--- src/rtl/sdram_arb_pkg.sv ---
// sdram_arb_pkg: arbiter state type and round-robin pick helper shared by the SDRAM port arbiter
package sdram_arb_pkg;
  typedef enum logic {IDLE, WAIT} arb_state_t;
  typedef struct packed {
    logic [2:0] idx;
    logic [7:0] grant;
  } rr_pick_t;
  // Sized for the widest supported arbiter (8 ports); n limits the search to the real ports.
  function automatic rr_pick_t rr_pick(input logic [7:0] pending, input logic [2:0] ptr, input int n);
    rr_pick_t r;
    logic [2:0] j;
    r = '0;
    for (int k = 0; k < 8; k++) begin
      j = 3'((int'(ptr) + k) % n);
      if (k < n && r.grant == '0 && pending[j]) begin
        r.idx = j;
        r.grant[j] = 1'b1;
      end
    end
    return r;
  endfunction
endpackage

--- src/rtl/sdram_arb_slot.sv ---
// sdram_arb_slot: one client's latched request, held until the arbiter retires it
module sdram_arb_slot #(
  parameter int AW = 21,
  parameter int DW = 16,
  parameter int MW = 2
) (
  input  logic          clk,
  input  logic          reset,
  input  logic          rd,
  input  logic          wr,
  input  logic          clr,
  input  logic [AW-1:0] addr,
  input  logic [DW-1:0] data,
  input  logic [MW-1:0] byte_en,
  output logic          pending,
  output logic          op_wr,
  output logic [AW-1:0] slot_addr,
  output logic [DW-1:0] slot_data,
  output logic [MW-1:0] slot_byte_en
);
  always_ff @(posedge clk)
    if (reset) begin
      pending <= 1'b0;
      op_wr <= 1'b0;
      slot_addr <= '0;
      slot_data <= '0;
      slot_byte_en <= '0;
    end else if ((rd || wr) && !pending) begin
      pending <= 1'b1;
      op_wr <= wr;
      slot_addr <= addr;
      slot_data <= data;
      slot_byte_en <= byte_en;
    end else if (clr) begin
      pending <= 1'b0;
    end
endmodule

--- src/rtl/sdram_port_arbiter.sv ---
// sdram_port_arbiter: round-robin merge of NUM_PORTS client SDRAM ports onto one controller port
module sdram_port_arbiter
  import sdram_arb_pkg::*;
#(
  parameter int NUM_PORTS         = 4,
  parameter int PORT_ADDR_WIDTH   = 21,
  parameter int DATA_WIDTH        = 16,
  parameter int DQM_WIDTH         = 2,
  parameter int PORT_OUTPUT_WIDTH = 32
) (
  input  logic                                   clk,
  input  logic                                   reset,
  input  logic [NUM_PORTS*PORT_ADDR_WIDTH-1:0]   cl_addr,
  input  logic [NUM_PORTS*DATA_WIDTH-1:0]        cl_data,
  input  logic [NUM_PORTS*DQM_WIDTH-1:0]         cl_byte_en,
  input  logic [NUM_PORTS-1:0]                   cl_wr,
  input  logic [NUM_PORTS-1:0]                   cl_rd,
  output logic [NUM_PORTS*PORT_OUTPUT_WIDTH-1:0] cl_q,
  output logic [NUM_PORTS-1:0]                   cl_available,
  output logic [NUM_PORTS-1:0]                   cl_ready,
  output logic [PORT_ADDR_WIDTH-1:0]             ct_addr,
  output logic [DATA_WIDTH-1:0]                  ct_data,
  output logic [DQM_WIDTH-1:0]                   ct_byte_en,
  output logic                                   ct_wr,
  output logic                                   ct_rd,
  input  logic [PORT_OUTPUT_WIDTH-1:0]           ct_q,
  input  logic                                   ct_available,
  input  logic                                   ct_ready
);
  localparam int IW = $clog2(NUM_PORTS);
  arb_state_t state;
  logic [NUM_PORTS-1:0] pending, op_wr, clr;
  logic [NUM_PORTS-1:0][PORT_ADDR_WIDTH-1:0] s_addr;
  logic [NUM_PORTS-1:0][DATA_WIDTH-1:0] s_data;
  logic [NUM_PORTS-1:0][DQM_WIDTH-1:0] s_byte_en;
  logic [NUM_PORTS-1:0][PORT_OUTPUT_WIDTH-1:0] q;
  logic [IW-1:0] owner, rr_ptr, gnt;
  logic owner_wr, found, done;
  rr_pick_t pick;
  always_comb begin
    pick = rr_pick(8'(pending), 3'(rr_ptr), NUM_PORTS);
    found = |pick.grant;
    gnt = IW'(pick.idx);
  end
  assign done = state == WAIT && ct_ready;
  assign cl_available = ~pending;
  assign cl_q = q;
  for (genvar i = 0; i < NUM_PORTS; i++) begin : g_slot
    assign clr[i] = done && owner == IW'(i);
    sdram_arb_slot #(.AW(PORT_ADDR_WIDTH), .DW(DATA_WIDTH), .MW(DQM_WIDTH)) u_slot (
      .clk(clk),
      .reset(reset),
      .rd(cl_rd[i]),
      .wr(cl_wr[i]),
      .clr(clr[i]),
      .addr(cl_addr[i*PORT_ADDR_WIDTH +: PORT_ADDR_WIDTH]),
      .data(cl_data[i*DATA_WIDTH +: DATA_WIDTH]),
      .byte_en(cl_byte_en[i*DQM_WIDTH +: DQM_WIDTH]),
      .pending(pending[i]),
      .op_wr(op_wr[i]),
      .slot_addr(s_addr[i]),
      .slot_data(s_data[i]),
      .slot_byte_en(s_byte_en[i])
    );
  end
  always_ff @(posedge clk)
    if (reset) begin
      state <= IDLE;
      rr_ptr <= '0;
      owner <= '0;
      owner_wr <= 1'b0;
      ct_rd <= 1'b0;
      ct_wr <= 1'b0;
      ct_addr <= '0;
      ct_data <= '0;
      ct_byte_en <= '0;
      cl_ready <= '0;
      q <= '0;
    end else begin
      ct_rd <= 1'b0;
      ct_wr <= 1'b0;
      cl_ready <= '0;
      if (state == IDLE && ct_available && found) begin
        state <= WAIT;
        owner <= gnt;
        owner_wr <= op_wr[gnt];
        ct_addr <= s_addr[gnt];
        ct_data <= s_data[gnt];
        ct_byte_en <= s_byte_en[gnt];
        ct_wr <= op_wr[gnt];
        ct_rd <= ~op_wr[gnt];
      end else if (done) begin
        if (!owner_wr) q[owner] <= ct_q;
        cl_ready[owner] <= 1'b1;
        rr_ptr <= owner == IW'(NUM_PORTS - 1) ? '0 : owner + 1'b1;
        state <= IDLE;
      end
    end
endmodule

--- config.mk ---
export PLATFORM = sky130hd
export DESIGN_NAME = sdram_port_arbiter
export DESIGN_NICKNAME = d
export VERILOG_FILES = /design/src/rtl/sdram_arb_pkg.sv /design/src/rtl/sdram_arb_slot.sv /design/src/rtl/sdram_port_arbiter.sv
export SDC_FILE = /design/constraint.sdc
export NUM_CORES = 1
export LEC_CHECK = 0
export CORE_ASPECT_RATIO = 0.6
export CORE_MARGIN = 1.5
export CORE_UTILIZATION = 25
export CTS_BUF_LIST = sky130_fd_sc_hd__clkbuf_16
export CTS_CLUSTER_DIAMETER = 40
export CTS_CLUSTER_SIZE = 16
export DETAILED_ROUTE_END_ITERATION = 8
export PLACE_DENSITY = 0.51
export SLEW_MARGIN = 15
export SYNTH_ARGS = -nofsm -noshare
export SYNTH_HDL_FRONTEND = slang
export SYNTH_HIERARCHICAL = 1
export SYNTH_SLANG_ARGS = --single-unit
--- constraint.sdc ---
create_clock -name clk -period 2.9 [get_ports clk]
set_input_delay 0.435 -clock clk [delete_from_list [all_inputs] [get_ports clk]]
set_output_delay 0.435 -clock clk [all_outputs]
set_load 0.02 [all_outputs]
==> results.py, run 1 <==
metrics = {
    "yosys": {
        "syn_area_um2": 13700,
        "synth-main-ff-cell": "dfxtp_1",
        "yosys-top-cells-area": "dfxtp_1, nand2_1, a21oi_1, o221ai_1, mux2i_1",
        "synth.most_common_cell": "nand2_1",
        "synth_nets": 1924,
        "ys_top_cells_by_count": "nand2_1, dfxtp_1, a21oi_1",
        "post_synth.cell_area_avg_um2": 8.03,
        "async_reset_ff_share_pct": 0,
        "synth.largest_area_cell": "dfxtp_1",
        "synth_edf_count": 0,
        "syn_inst": 1712,
        "yosysWarnings": 6,
        "synth_top_area_share_pct": 50.0,
        "ys_ff_latch": 343,
        "synth_cell_types": 43,
        "ys_seq_area_share_pct": 50.0,
    },
    "final_layout": {
        "final_util_pct": 36.5,
        "multi_input_area_um2": 6290,
        "syn2layout_area_growth_pct": 44.1,
        "register_area_um2": 6870,
        "nFillCells": 5478,
        "final_nets": 2244,
        "finalInstanceArea_um2": 19800,
        "drive_gt1_share_pct": 7.13,
        "fin_cells": 2779,
    },
    "routing": {
        "vias": 13404,
        "vias_per_cell": 4.82,
        "route.detailed.drc": 0,
        "postRouteAntennaNets": 0,
        "drt_pass1_iterations": 5,
        "routedWlPerCell_um": 19.0,
        "drt_iter0_markers": 996,
        "wl_um": 52800,
    },
    "floorplanning": {
        "initial_core_util_pct": 25.3,
        "core_um2": 54300,
        "fp.dieH_um": 185,
        "dieArea_um2": 56400,
        "num_rows": 66,
        "die_w_um": 306,
        "pin_count": 377,
    },
    "min_path": {
        "hold_class": "primary input to flip-flop",
    },
    "global_routing": {
        "grt_pass1_vias": 12830,
        "grt-ovfl-total": 0,
        "grt_pass1_wl_um": 78600,
        "grt_use_total_pct": 17.9,
        "antenna_found_initial": 2,
        "grt_max_degree": 135,
    },
    "power_and_ir_drop": {
        "p_switching_w": 0.00400,
        "power.leakage_nw": 7.16,
        "p_sw_share_pct": 30.5,
        "ir_drop_uv": 411,
        "power_density_nw_per_um2": 661,
        "p_int_w": 0.00909,
        "pwr-share-seq_pct": 40.0,
        "comb_power_share_pct": 20.2,
        "pwr-share-clk_pct": 39.8,
    },
    "setup_path": {
        "rr_startpoint": "rr_ptr[0]",
        "cp.arrival_ns": 3.20,
        "critPathMaxFanout": 12,
        "worstSetupEndpoint": "ct_data[5]",
        "r2r-end": "ct_data[5]",
        "worstPathRequired_ns": 3.32,
        "worstRegToRegCells": 9,
        "startpoint": "rr_ptr[0]",
        "worstSetupPathType": "flip-flop to flip-flop",
        "start_kind": "flip-flop",
        "r2r_slack_ns": 0.12,
        "crit_path_end_kind": "flip-flop",
    },
    "timing": {
        "tightest_slew_ns": 0.852,
        "fmax_ghz": 0.359,
        "setup_violations": 0,
        "period_minus_slack_ns": 2.78,
        "fin_worst_hold_slack_ns": 0.307,
        "max-slew-margin-rel_pct": 43.2,
        "skew_ns": 0.0210,
        "timing.final.hold_violations": 0,
        "slew_violations": 0,
        "min_period_over_period_pct": 96.0,
        "fin_tns_setup_ns": 0,
    },
    "cts": {
        "path_clk_slew_ns": 0.07,
        "insertion_delay_ns": 0.55,
        "ctsRootBufferMaster": "clkbuf_16",
        "numCtsBuffers": 41,
        "clk_path_buf_depth": 3,
        "tritoncts": "built",
        "htree_num_levels": 2,
        "clkSinkCount": 343,
        "postCtsHoldBufs": 0,
    },
    "place": {
        "gp_congestion": 0.813,
        "placed_area_um2": 18300,
        "io_buffers": 376,
        "placed_cells": 2699,
        "hpwl_um": 36200,
    },
    "run": {
        "drv_cap": 0,
    },
    "status": {
        "status": "finished clean",
    },
}
[power groups by stage]
stage / Sequential (W) / Combinational (W) / Clock [W]
2_1_floorplan: 0.00539 / 0.00130 / 0
3_3_place_gp: 0.00533 / 0.00251 / 0
3_5_place_dp: 0.00533 / 0.00255 / 0
4_1_cts: 0.00523 / 0.00262 / 0.00536
5_1_grt: 0.00527 / 0.00284 / 0.00557
6_report: 0.00523 / 0.00265 / 0.00521
[what timing repair did]
action | 4_1_cts | 5_1_grt
setup buffers | 1 | 1
endpoints found under the setup margin | 14 | 43
gates cloned | 1 | 0
pin swaps | 2 | 3
gates resized for setup | 3 | 12
[critical path, cell delays in order (launching register included)]
cell and delay, ns:
dfxtp_4 0.41, inv_2 0.08, ha_1 0.33, mux4_2 0.41, o211a_1 0.35, a32oi_4 0.34, buf_12 0.16, buf_16 0.17
mux2i_4 0.24, o221ai_1 0.14
[logic make-up (layout without fill, tap and decap cells)]
family          count (synthesis)  count (layout)  share of synthesized area [%]
simple gates                  702             702                           19.8
compound gates                451             451                           20.0
flops                         343             343                           50.0
buf+inv                       156             507                           5.30
mux                            48              48                           3.88
fa+ha+maj                      12              12                           1.09
other cells                     0               2                              0
[layer usage]
layer / global-route usage [%] / vias up / routed length, um
met5: 0 / - / 0
met4: 4.60 / 0 / 1110
met3: 3.28 / 75 / 2830
met2: 28.0 / 367 / 24100
met1: 25.2 / 6494 / 24700
li1: - / 6468 / -
[layout make-up]
cell class,count,share of cell area [%]
Sequential cell,343,34.7
Tap cell,714,4.51
Clock buffer,42,5.31
Inverter,18,0.341
Timing Repair Buffer,415,21.8
Multi-Input combinational cell,1213,31.8
Clock inverter,32,1.62
Antenna cell,2,0.0253
[metrics by stage]
step                total power [W]  worst slack [ns]
global placement            0.00784            0.0324
detailed placement          0.00788           -0.0242
finish                       0.0131             0.116
floorplan                   0.00669           0.00235
CTS                          0.0132            0.0226
global route                 0.0137           -0.0455
[placed cells by master, fill, tap and decap left out, types with 4 or more instances in the layout]
| cell | netlist | routed |
|---|---|---|
| or2_2 | 5 | 5 |
| nor2_1 | 15 | 10 |
| inv_1 | 18 | 21 |
| inv_8 | 0 | 4 |
| inv_6 | 0 | 6 |
| o21ai_0 | 5 | 5 |
| nand2_1 | 653 | 651 |
| o22ai_1 | 40 | 40 |
| ha_1 | 12 | 12 |
| clkdlybuf4s50_1 | 0 | 375 |
| buf_4 | 4 | 20 |
| o221ai_1 | 80 | 80 |
| clkbuf_16 | 0 | 42 |
| nor2_2 | 0 | 4 |
| nand2b_1 | 10 | 9 |
| mux4_2 | 4 | 4 |
| buf_12 | 0 | 16 |
| mux2i_1 | 42 | 39 |
| nand3_1 | 6 | 5 |
| dfxtp_1 | 343 | 341 |
| o21bai_4 | 0 | 4 |
| a21oi_1 | 298 | 297 |
| clkinv_1 | 0 | 4 |
| o21ba_4 | 4 | 4 |
[worst min path at each step]
stage                                       start                             end  slack, ns  cells past startpoint
global route                                reset   g_slot[3].u_slot/slot_addr[3]       0.32                      2
finish                                      reset   g_slot[3].u_slot/slot_addr[3]       0.31                      2
floorplan           g_slot[3].u_slot/slot_addr[0]   g_slot[3].u_slot/slot_addr[0]       0.44                      2
global placement                        cl_q[108]                       cl_q[108]       0.44                      2
detailed placement                       cl_q[44]                        cl_q[44]       0.45                      2
CTS                                         reset  g_slot[2].u_slot/slot_addr[19]       0.31                      2
[state kept, by name (all words and copies together) (netlist names)]
| register | flops |
|---|---|
| ct_data | 16 |
| g_slot.u_slot/slot_data | 64 |
| owner_wr | 1 |
| ct_byte_en | 2 |
| ct_rd | 1 |
| ct_wr | 1 |
| cl_q | 128 |
| g_slot.u_slot/op_wr | 4 |
| g_slot.u_slot/slot_byte_en | 8 |
| ct_addr | 21 |
| g_slot.u_slot/pending | 4 |
| owner | 2 |
| g_slot.u_slot/slot_addr | 84 |
| rr_ptr | 2 |
| cl_ready | 4 |
| state | 1 |
(Power assumes the default switching activity.)
==> inputs of run 2 (changes only) <==
CAP_MARGIN = 20   (was unset)
==> run 2 against run 1 <==
Sequential share of layout area hardly changed. Flip-flop and latch count unchanged. Total power is 0.50% lower. Utilization is essentially flat. Setup slack improved by 0.014 ns. Count of clock-buffer cells in the layout stayed put. Clock power down 1%. Sequential power barely moved. Die area unchanged. Critical path type unchanged. Largest power group unchanged.
==> results.py, run 2 (synthesized netlist as in run 1, its figures left out) <==
metrics = {
    "status": {
        "status": "finished clean",
    },
    "place": {
        "hpwl_um": 36300,
        "gp_congestion": 0.813,
        "io_buffers": 376,
        "placed_cells": 2700,
    },
    "cts": {
        "path_clk_slew_ns": 0.07,
        "numCtsBuffers": 41,
        "ctsRootBufferMaster": "clkbuf_16",
        "tritoncts": "built",
        "clkSinkCount": 343,
        "htree_num_levels": 2,
        "postCtsHoldBufs": 0,
        "clk_path_buf_depth": 3,
        "insertion_delay_ns": 0.56,
    },
    "min_path": {
        "hold_class": "primary input to flip-flop",
    },
    "setup_path": {
        "crit_chain": "inv_1 > ha_1 > nor4_1 > buf_4 > a31oi_1 > o211a_1 > a22o_2 > buf_12 > o221ai_1 > o221ai_1",
        "cp_top_family": "compound AO/OA/AOI/OAI gates",
        "critPathMaxFanout": 23,
        "start_kind": "flip-flop",
        "crit_path_end_kind": "flip-flop",
        "worst_path_most_repeated_cell": "o221ai_1",
        "cp.arrival_ns": 3.21,
        "cpMaxStageDelayCell": "dfxtp_4",
        "cpPeakStageDelay_ns": 0.38,
        "path_buf_inv": 3,
        "worstPathRequired_ns": 3.34,
        "worstSetupPathType": "flip-flop to flip-flop",
    },
    "global_routing": {
        "grt-ovfl-total": 0,
        "grt_pass1_vias": 12890,
        "grt_pass1_wl_um": 78800,
        "grt_use_total_pct": 17.9,
        "antenna_found_initial": 3,
        "grt_max_degree": 135,
    },
    "floorplanning": {
        "dieArea_um2": 56400,
        "fp.dieH_um": 185,
        "num_rows": 66,
        "core_um2": 54300,
        "pin_count": 377,
        "initial_core_util_pct": 25.3,
        "die_w_um": 306,
    },
    "power_and_ir_drop": {
        "power.leakage_nw": 7.17,
        "ir_drop_uv": 347,
        "power_density_nw_per_um2": 657,
    },
    "final_layout": {
        "final_nets": 2249,
        "final_util_pct": 36.5,
        "mostFrequentLayoutCell": "nand2_1",
        "syn2layout_area_growth_pct": 44.2,
        "final_cell_mix": "nand2_1, clkdlybuf4s50_1, dfxtp_1",
        "fin_cells": 2787,
        "largest_reg_flops": 128,
        "drive_gt1_share_pct": 7.49,
    },
    "timing": {
        "max-slew-margin-rel_pct": 43.6,
        "setup_violations": 0,
        "period_minus_slack_ns": 2.77,
        "min_period_over_period_pct": 95.5,
        "rsz0062_at_grt": "no",
        "fmax_ghz": 0.361,
        "fin_tns_setup_ns": 0,
        "slew_violations": 0,
        "tightest_slew_ns": 0.846,
        "timing.final.hold_violations": 0,
        "skew_ns": 0.0333,
    },
    "routing": {
        "vias_per_cell": 4.80,
        "drt_pass1_iterations": 5,
        "routedWlPerCell_um": 19.0,
        "route.detailed.drc": 0,
        "wl_um": 53000,
        "drt_iter0_markers": 868,
        "vias": 13371,
        "postRouteAntennaNets": 0,
    },
    "run": {
        "drv_cap": 0,
    },
}
[run 2: changes by cell type in the layout (fill, tap and decap cells not counted), moves of 2 or more]
cell / change
clkinv_2: +2
clkinv_1: -2
buf_4: +6
mux2i_2: +2
clkinvlp_4: +3
inv_1: +2
[run 2: routing by layer]
| metal | global-route usage, % | vias up | wire length, um |
|---|---|---|---|
| met5 | 0 | - | 0 |
| met4 | 4.96 | 0 | 1200 |
| met3 | 3.31 | 72 | 2570 |
| met2 | 28.0 | 344 | 24100 |
| met1 | 25.2 | 6482 | 25100 |
| li1 | - | 6473 | - |
[run 2: worst register-to-register path, cell delays in order, from the launching register on]
cell      delay (ns)
dfxtp_4         0.38
inv_1           0.10
ha_1            0.23
nor4_1          0.32
buf_4           0.19
a31oi_1         0.09
o211a_1         0.30
a22o_2          0.31
buf_12          0.18
o221ai_1        0.39
o221ai_1        0.16
[run 2: timing repair]
action,4_1_cts,5_1_grt
gates resized for setup,3,10
setup buffers,2,5
endpoints found under the hold margin,0,0
pin swaps,1,3
cloned,1,0
endpoints found under the setup margin,22,43
[run 2: power by group]
| part | switching (W) | leakage [nW] | internal [W] |
|---|---|---|---|
| Clock | 0.00231 | 0.675 | 0.00284 |
| Sequential | 0.000225 | 2.80 | 0.00501 |
| Combinational | 0.00148 | 3.70 | 0.00117 |
| Total | 0.00401 | 7.17 | 0.00901 |
[run 2: layout make-up]
| class | instances | area (um2) |
|---|---|---|
| Clock inverter | 34 | 310 |
| Clock buffer | 42 | 1050 |
| Fill cell | 5472 | 34400 |
| Multi-Input combinational cell | 1213 | 6280 |
| Tap cell | 714 | 893 |
| Antenna cell | 3 | 7.51 |
| Timing Repair Buffer | 420 | 4340 |
| Inverter | 18 | 67.6 |
| Sequential cell | 343 | 6870 |
[run 2: worst paths after layout]
path	startpoint	to	slack, ns	cells past startpoint
setup / recovery	rr_ptr[0]	ct_addr[6]	0.13	10
hold / removal	reset	g_slot[2].u_slot/slot_data[13]	0.31	2
setup reg to reg	rr_ptr[0]	ct_addr[6]	0.13	10
hold reg to reg	cl_q[111]	cl_q[111]	0.45	2
[run 2: metrics by stage]
stage | cell area [um2] | hold WS (ns) | setup slack [ns] | total power [W]
2_1_floorplan | 13800 | 0.436 | 0.00235 | 0.00669
3_3_place_gp | 18300 | 0.442 | 0.0324 | 0.00784
3_5_place_dp | 18300 | 0.446 | -0.0772 | 0.00790
4_1_cts | 19700 | 0.296 | 0.0249 | 0.0132
5_1_grt | 19800 | 0.325 | 0.00317 | 0.0136
6_report | 19800 | 0.308 | 0.130 | 0.0130
==> inputs of run 3 (changes only) <==
CORE_ASPECT_RATIO = unset   (was 0.6)
CORE_MARGIN = 4   (was 1.5)
GPL_ROUTABILITY_DRIVEN = 0   (was unset)
==> run 3 against run 2 <==
Fmax hardly changed. Routed wire length is 3.9% higher. Critical path type unchanged. Largest cell class unchanged. Critical endpoint is now ct_addr[17]. Register-to-register slack hardly changed. Clock power is 26% higher. Sequential power hardly changed. Hold slack worse by 0.024 ns.
==> results.py, run 3 (synthesized netlist as in run 1, its figures left out) <==
metrics = {
    "setup_path": {
        "worstRegToRegCells": 10,
        "worstSetupPathType": "flip-flop to flip-flop",
        "cp.arrival_ns": 3.24,
        "cpPeakStageDelay_ns": 0.57,
        "path_buf_inv": 3,
        "worstPathRequired_ns": 3.38,
        "critPathMaxFanout": 8,
        "cpMaxStageDelayCell": "or4_4",
        "start_kind": "flip-flop",
        "r2r_slack_ns": 0.13,
        "cp_top_family": "compound AO/OA/AOI/OAI gates",
        "crit_path_end_kind": "flip-flop",
        "r2r-end": "ct_addr[17]",
        "crit_chain": "inv_1 > ha_1 > or4_4 > a32oi_4 > nand2_2 > a32oi_4 > buf_12 > clkbuf_16 > mux2i_1 > o221ai_1",
        "worst_path_most_repeated_cell": "a32oi_4",
        "rr_startpoint": "rr_ptr[1]",
    },
    "global_routing": {
        "grt_max_degree": 111,
        "antenna_found_initial": 5,
        "grt_use_total_pct": 17.8,
        "grt_pass1_vias": 13515,
        "grt-ovfl-total": 0,
        "grt_pass1_wl_um": 82800,
    },
    "timing": {
        "fin_tns_setup_ns": 0,
        "min_period_over_period_pct": 95.5,
        "rsz0062_at_grt": "no",
        "fmax_ghz": 0.361,
        "fin_worst_hold_slack_ns": 0.283,
        "tightest_slew_ns": 0.872,
        "layout_setup_ws_ns": 0.132,
        "period_minus_slack_ns": 2.77,
        "slew_violations": 0,
        "timing.final.hold_violations": 0,
        "max-slew-margin-rel_pct": 41.8,
        "skew_ns": 0.0220,
        "setup_violations": 0,
    },
    "power_and_ir_drop": {
        "p_sw_share_pct": 29.5,
        "pwr-share-seq_pct": 36.5,
        "comb_power_share_pct": 18.2,
        "pwr-share-clk_pct": 45.2,
        "power.leakage_nw": 7.40,
        "ir_drop_uv": 467,
        "p_int_w": 0.0102,
        "power_density_nw_per_um2": 710,
        "p_switching_w": 0.00424,
    },
    "routing": {
        "wl_um": 55000,
        "postRouteAntennaNets": 0,
        "vias": 13595,
        "route.detailed.drc": 0,
        "drt_iter0_markers": 1026,
        "vias_per_cell": 4.86,
        "routedWlPerCell_um": 19.6,
        "drt_pass1_iterations": 5,
    },
    "min_path": {
        "hold_class": "primary input to flip-flop",
        "min_from": "reset",
        "min_to": "cl_q[112]",
        "holdPathStages": 2,
    },
    "place": {
        "io_buffers": 376,
        "hpwl_um": 37500,
        "place_ws_ns": -0.0987,
    },
    "cts": {
        "clk_path_buf_depth": 3,
        "insertion_delay_ns": 0.61,
        "numCtsBuffers": 57,
        "htree_num_levels": 2,
        "path_clk_slew_ns": 0.05,
        "clkSinkCount": 343,
        "ctsRootBufferMaster": "clkbuf_16",
        "tritoncts": "built",
    },
    "final_layout": {
        "final_cell_mix": "nand2_1, clkdlybuf4s50_1, dfxtp_1",
        "final_nets": 2265,
        "largest_reg_flops": 128,
        "mostFrequentLayoutCell": "nand2_1",
        "drive_gt1_share_pct": 8.24,
        "syn2layout_area_growth_pct": 47.5,
    },
    "floorplanning": {
        "num_rows": 85,
        "initial_core_util_pct": 25.4,
        "pin_count": 377,
        "die_w_um": 242,
        "fp.dieH_um": 242,
        "dieArea_um2": 58800,
        "core_um2": 54100,
    },
    "status": {
        "status": "finished clean",
    },
    "run": {
        "drv_cap": 0,
    },
}
run 3: changes by cell type in the layout (fill, tap and decap cells not counted), sizes merged:
cell	previous run	this run
bufbuf	1	0
bufinv	1	4
clkbuf	42	58
clkinv	11	19
clkinvlp	5	11
diode	3	4
inv	35	33
run 3: power by group through the flow:
stage                     sequential (W)  combinational [W]  clock, W
after floorplan                  0.00539            0.00130         0
after global placement           0.00535            0.00249         0
after detailed placement         0.00535            0.00254         0
after CTS                        0.00526            0.00260   0.00667
after global routing             0.00529            0.00282   0.00689
final                            0.00526            0.00262   0.00651
run 3: metal layers:
metal	vias up	share of wire [%]	GRT usage, %
li1	6533	-	-
met1	6559	42	21.9
met2	411	50	31.3
met3	90	4.9	2.92
met4	2	3.4	6.91
met5	-	0.036	0
run 3: repair_timing:
item                       CTS  global route
setup buffers                1             1
hold buffers                 0             0
resized for setup            4             7
pin swaps                    1             3
setup endpoints to repair   35            42
gates cloned                 1             1
run 3: how the worst max path moves through the flow:
stage / cells past startpoint / from / to / slack [ns]
detailed placement: 9 / rr_ptr[1] / ct_addr[12] / -0.1
global placement: 9 / rr_ptr[1] / ct_addr[10] / 0.08
finish: 10 / rr_ptr[1] / ct_addr[17] / 0.13
global route: 10 / rr_ptr[1] / ct_addr[9] / 0.002
floorplan: 11 / rr_ptr[0] / ct_addr[10] / 0.002
CTS: 10 / rr_ptr[0] / ct_data[9] / 0.01
run 3: layout make-up:
type,instances,area [um2]
fillers,5513,33900
inverters,18,67.6
well taps,696,871
diodes,4,10.0
repair buffers,420,4330
clock buffers,57,1430
multi-input cells,1213,6260
clock inverters,49,430
flip-flops and latches,343,6870
run 3: worst register-to-register path: cells and delay by family, from the launching register on:
kind,cells,cell delay (ns)
AOI/OAI and AO/OA,3,0.73
adders and majority gates,1,0.21
buffers and inverters,3,0.45
DFF,1,0.38
muxes,1,0.19
and+or+nand+nor,2,0.70
run 3: metrics by stage:
stage               util, %  total power, W  area [um2]  std cells
CTS                    37.3          0.0145       20200       2794
floorplan                 -         0.00669       13800       1712
global placement       33.7         0.00784       18300       2685
global route           37.4          0.0150       20300       2800
detailed placement     33.8         0.00789       18300       2686
finish                 37.4          0.0144       20300       2800
